$ cat src/rtl/uart_pkg.sv
// Shared UART definitions: FSM state encoding and bit-timing derivation,
// common to uart_tx and uart_rx.
package uart_pkg;

  typedef enum logic [2:0] {
    IDLE      = 3'd0,
    START_BIT = 3'd1,
    DATA_BITS = 3'd2,
    STOP_BIT  = 3'd3,
    WAIT_HIGH = 3'd4
  } uart_state_e;

  function automatic int unsigned clks_per_bit(input int unsigned clk_freq,
                                               input int unsigned bit_rate);
    return clk_freq / bit_rate;
  endfunction

  // Transmitter counts 0..CLKS_PER_BIT inclusive, so one bit lasts one extra clock.
  function automatic int unsigned bit_period(input int unsigned clk_freq,
                                             input int unsigned bit_rate);
    return clks_per_bit(clk_freq, bit_rate) + 1;
  endfunction

endpackage

$ cat src/rtl/uart_sync2.sv
// Two-flop synchronizer for a single asynchronous input, with a
// configurable reset value.
module uart_sync2 #(
  parameter logic RESET_VAL = 1'b1
) (
  input  logic clk,
  input  logic reset,
  input  logic i_d,
  output logic o_q
);

  logic s1_q;
  logic s2_q;

  always_ff @(posedge clk) begin
    if (reset) begin
      s1_q <= RESET_VAL;
      s2_q <= RESET_VAL;
    end else begin
      s1_q <= i_d;
      s2_q <= s1_q;
    end
  end

  assign o_q = s2_q;

endmodule

$ cat src/rtl/uart_rx.sv
// UART receiver: start bit, PAYLOAD_BITS data bits LSB first, one stop bit.
// Emits a one-cycle o_rx_done with the word, or o_frame_err on a bad stop bit.
module uart_rx
  import uart_pkg::*;
#(
  parameter int unsigned BIT_RATE     = 115200,
  parameter int unsigned CLK_FREQ     = 10_000_000,
  parameter int unsigned PAYLOAD_BITS = 8
) (
  input  logic                    clk,
  input  logic                    reset,
  input  logic                    i_serial_data,
  output logic [PAYLOAD_BITS-1:0] o_data,
  output logic                    o_rx_done,
  output logic                    o_frame_err,
  output logic                    o_rx_busy
);

  localparam int unsigned BIT_PERIOD = bit_period(CLK_FREQ, BIT_RATE);
  localparam int unsigned HALF       = BIT_PERIOD / 2;
  localparam int unsigned CW         = $clog2(BIT_PERIOD) + 1;
  localparam int unsigned BW         = $clog2(PAYLOAD_BITS) + 1;
  localparam int unsigned IW         = $clog2(PAYLOAD_BITS);

  localparam logic [CW-1:0] HALF_M1  = CW'(HALF - 1);
  localparam logic [CW-1:0] BIT_END  = CW'(BIT_PERIOD - 1);
  localparam logic [BW-1:0] LAST_BIT = BW'(PAYLOAD_BITS - 1);

  logic rx_s;

  uart_sync2 #(.RESET_VAL(1'b1)) u_sync (
    .clk   (clk),
    .reset (reset),
    .i_d   (i_serial_data),
    .o_q   (rx_s)
  );

  uart_state_e             state_q,   state_d;
  logic [CW-1:0]           clk_cnt_q, clk_cnt_d;
  logic [BW-1:0]           bit_cnt_q, bit_cnt_d;
  logic [PAYLOAD_BITS-1:0] shift_q,   shift_d;
  logic [PAYLOAD_BITS-1:0] data_q,    data_d;
  logic                    done_q,    done_d;
  logic                    err_q,     err_d;
  logic                    busy_q,    busy_d;

  always_comb begin
    state_d   = state_q;
    clk_cnt_d = clk_cnt_q + CW'(1);
    bit_cnt_d = bit_cnt_q;
    shift_d   = shift_q;
    data_d    = data_q;
    done_d    = 1'b0;
    err_d     = 1'b0;

    case (state_q)
      IDLE: begin
        clk_cnt_d = '0;
        bit_cnt_d = '0;
        if (!rx_s) state_d = START_BIT;
      end
      START_BIT: begin
        // Mid-start check: a line already back high was only a glitch.
        if (clk_cnt_q == HALF_M1) begin
          clk_cnt_d = '0;
          state_d   = rx_s ? IDLE : DATA_BITS;
        end
      end
      DATA_BITS: begin
        if (clk_cnt_q == BIT_END) begin
          clk_cnt_d                  = '0;
          shift_d[bit_cnt_q[IW-1:0]] = rx_s;
          bit_cnt_d                  = bit_cnt_q + BW'(1);
          if (bit_cnt_q == LAST_BIT) begin
            bit_cnt_d = '0;
            state_d   = STOP_BIT;
          end
        end
      end
      STOP_BIT: begin
        if (clk_cnt_q == BIT_END) begin
          clk_cnt_d = '0;
          if (rx_s) begin
            data_d  = shift_q;
            done_d  = 1'b1;
            state_d = IDLE;
          end else begin
            err_d   = 1'b1;
            state_d = WAIT_HIGH;
          end
        end
      end
      WAIT_HIGH: begin
        clk_cnt_d = '0;
        if (rx_s) state_d = IDLE;
      end
      default: begin
        clk_cnt_d = '0;
        state_d   = IDLE;
      end
    endcase

    busy_d = (state_d != IDLE);
  end

  always_ff @(posedge clk) begin
    if (reset) begin
      state_q   <= IDLE;
      clk_cnt_q <= '0;
      bit_cnt_q <= '0;
      shift_q   <= '0;
      data_q    <= '0;
      done_q    <= 1'b0;
      err_q     <= 1'b0;
      busy_q    <= 1'b0;
    end else begin
      state_q   <= state_d;
      clk_cnt_q <= clk_cnt_d;
      bit_cnt_q <= bit_cnt_d;
      shift_q   <= shift_d;
      data_q    <= data_d;
      done_q    <= done_d;
      err_q     <= err_d;
      busy_q    <= busy_d;
    end
  end

  assign o_data      = data_q;
  assign o_rx_done   = done_q;
  assign o_frame_err = err_q;
  assign o_rx_busy   = busy_q;

endmodule

$ cat config.mk
export PLATFORM = sky130hd
export DESIGN_NAME = uart_rx
export DESIGN_NICKNAME = d
export VERILOG_FILES = /design/src/rtl/uart_pkg.sv /design/src/rtl/uart_sync2.sv /design/src/rtl/uart_rx.sv
export SDC_FILE = /design/constraint.sdc
export NUM_CORES = 1
export LEC_CHECK = 0
export BUFFER_PORTS_ARGS = -buffer_cell sky130_fd_sc_hd__buf_2
export CAP_MARGIN = 5
export CORE_ASPECT_RATIO = 0.9
export CORE_UTILIZATION = 44
export DETAILED_ROUTE_END_ITERATION = 12
export SYNTH_ARGS = -nofsm -noshare
export SYNTH_HDL_FRONTEND = slang
export SYNTH_HIERARCHICAL = 1
export SYNTH_SLANG_ARGS = --single-unit
$ cat constraint.sdc
create_clock -name clk -period 2.9 [get_ports clk]
set_input_delay 0.145 -clock clk [delete_from_list [all_inputs] [get_ports clk]]
set_output_delay 0.145 -clock clk [all_outputs]
set_load 0.01 [all_outputs]
==> metrics <==
pwr dens=between 400 and 500 nW/um^2; Post-Route WL=about 2800 um; Slowest cell on crit path=or3b_1; largest net degree at the start of global routing=29; Antenna Cells=0; Synth Flop Type=dfxtp_1; met2 WL=~1300 um; IO Pins=14; clk_lat worst skew=between 0.2 and 0.3 ns; flop2flop setup slack=0.53 ns; Crit Path Class=reg -> reg; H-Tree Depth=2; vias in the first global route=approximately 1,100; CTS tree=done; placed cell area=around 1700 um^2; CTS max path bufs=2; area grow syn2layout=9.29%; DP Wirelength=1920 um; Core Area=about 3400 um^2; Initial Util=a little under half; final cell count without fillers=~220; TNS Setup=0 ns; Avg Cell Area, Syn=9.60 um^2; Post-DRT Antenna Nets=0; Max stage delay on crit path=0.60 ns; total congestion overflow=0; Tmin final=between 2 and 2.5 ns; outcome=finished, final reports clean; netlist area before placement=~1600 um^2; final setup skew=approximately 0.0056 ns; Critical Path AT=2.53 ns; Resized cells post-CTS=0; DR pass1 iterations=4; FFs w/ async S/R, synth=0%; final-report hold violation count=0; syn_nets=between 150 and 200; # Post-CTS Setup Buffers=0; routability cong.=0.721; CTS Buf Count=5; Wirelength per Cell=12.6 um; post-synth cell types=43; met3 WL=between 100 and 150 um; Max Cap Viol=0; most common cell after layout, fill and taps aside=dfxtp_1; Slew Limit Headroom=~63%; Die Wd=around 66 um; Reg clk slew, reported paths=about 0.060 ns; Crit. End Element=flop; wl on met1=~1400 um; # port buffers=13; leakage power=between 0.6 and 0.7 nW; clock root buffer=clkbuf_8; Cells after Synth=167; die area=~3900 um^2; drt initial violations=43; Post-synth EDFFs=0; Seq cells post-synth=36; hold crit path type=in -> reg; WP buf/inv=1; post-DR vias/cell=slightly above 5; die height=59.3 um; fin crit share=81.7%; Sink Count=36; share of cells above drive strength 1=approximately 17%; DP Cell Count=213; worst-path fanout max=11; sequential fraction of the synthesis area=roughly 45%; pins over their slew limit=0; Worst Tran Pin Value=0.554 ns; fmax=0.422 GHz; DR top layer=met4; CP Launch Type=flop; Max VDD drop=about 220 uV; first-pass GRT wire length=~4700 um; antenna violations before repair=0; residual DRC count=0; Filler cells=around 330; CTS Hold Buffers Added=0; Ys Warns=6; CP required=3.06 ns; most frequent cells in the layout=dfxtp_1 (36), nor2_1 (33), mux2i_1 (16), buf_2 (13), nand2_1 (10); CP Cell Sequence=inv_1 -> ha_1 -> or4b_4 -> or3b_1 -> nor4b_2 -> mux2i_1 -> nor2_1; delay-heaviest family, CP=simple AND/OR/NAND/NOR gates; Finished Cell Area=about 1800 um^2; nets=182; total track usage=between 15 and 20%; final setup fails=0; routed vias=~1,100; row cnt=20; unrepaired setup endpoints after global routing=false
==> where the power goes <==
group	switching (W)	internal (W)	total [W]
Combinational	0.0000101	0.00000533	0.0000154
Sequential	0.00000484	0.000498	0.000503
Clock	0.000162	0.000193	0.000356
Total	0.000177	0.000697	0.000874
==> layer usage <==
layer  track usage, %  up-vias
li1                 -      590
met1             19.8      529
met2             25.9       16
met3             6.54        6
met4             8.39        0
met5                0        -
==> stage by stage <==
stage / hold WS [ns] / util (%) / worst slack, ns / total power (W)
after global placement: 0.322 / 48.5 / 0.596 / 0.000529
after detailed placement: 0.331 / 48.5 / 0.519 / 0.000529
final: 0.0484 / 51.1 / 0.532 / 0.000874
after CTS: 0.0416 / 51.1 / 0.509 / 0.000886
after floorplan: 0.242 / - / 0.795 / 0.000525
after global routing: 0.0418 / 51.1 / 0.393 / 0.000909
==> Yosys cell counts (2+ instances only) <==
cell | count | area share [%]
nor4b_4 | 2 | 3.0
nor3_1 | 4 | 1.2
nor2_1 | 33 | 7.7
o21ai_0 | 3 | 0.94
or4b_2 | 3 | 1.9
buf_6 | 2 | 1.4
nand2_1 | 10 | 2.3
or2_1 | 2 | 0.78
xor2_1 | 2 | 1.1
ha_1 | 3 | 2.3
dfxtp_1 | 36 | 45
nand3_1 | 5 | 1.6
buf_2 | 3 | 0.94
nor3_2 | 2 | 1.2
mux2i_1 | 16 | 10
and3b_1 | 2 | 1.1
nor2b_1 | 3 | 1.2
clkbuf_1 | 5 | 1.2
xnor2_1 | 4 | 2.2
a21oi_1 | 3 | 0.94
nor3b_1 | 2 | 0.94
==> worst reg2reg max path, stage by stage, from the launching register on <==
cell,delay [ns]
dfxtp_1,0.35
inv_1,0.07
ha_1,0.14
or4b_4,0.46
or3b_1,0.60
nor4b_2,0.36
mux2i_1,0.21
nor2_1,0.05
==> kinds of logic (layout without fill, tap and decap cells) <==
family | count (synthesis) | count (layout) | synth area share, %
AOI/OAI and AO/OA | 15 | 15 | 6.25
and+or+nand+nor | 78 | 78 | 28.7
muxes | 16 | 16 | 9.99
DFF | 36 | 36 | 45.0
xor gates and xnor gates | 6 | 6 | 3.28
buffers and inverters | 13 | 23 | 4.53
adders and majority gates | 3 | 3 | 2.34
==> final cells by class <==
type / count / area (um^2) / area share [%]
clock buffer: 8 / 90.1 / 5.14
sequential: 36 / 721 / 41.1
multi-input combinational: 118 / 810 / 46.2
inverter: 1 / 3.75 / 0.214
tap: 44 / 55.1 / 3.14
timing repair buffer: 14 / 72.6 / 4.14
==> path summary, 6_finish.rpt <==
kind / end / cells past startpoint / start
worst min-delay path: u_sync/s1_q / 2 / i_serial_data
worst max-delay path: shift_q[4] / 7 / clk_cnt_q[0]
worst max register to register: shift_q[4] / 7 / clk_cnt_q[0]
worst min register to register: u_sync/o_q / 1 / u_sync/s1_q
==> registers in the layout, indices dropped and copies added (netlist names) <==
signal       count
o_rx_busy        1
u_sync/o_q       1
u_sync/s1_q      1
o_data           8
clk_cnt_q        8
bit_cnt_q        4
state_q          3
shift_q          8
o_rx_done        1
o_frame_err      1
Note: power is estimated with default switching activity, not from simulation.
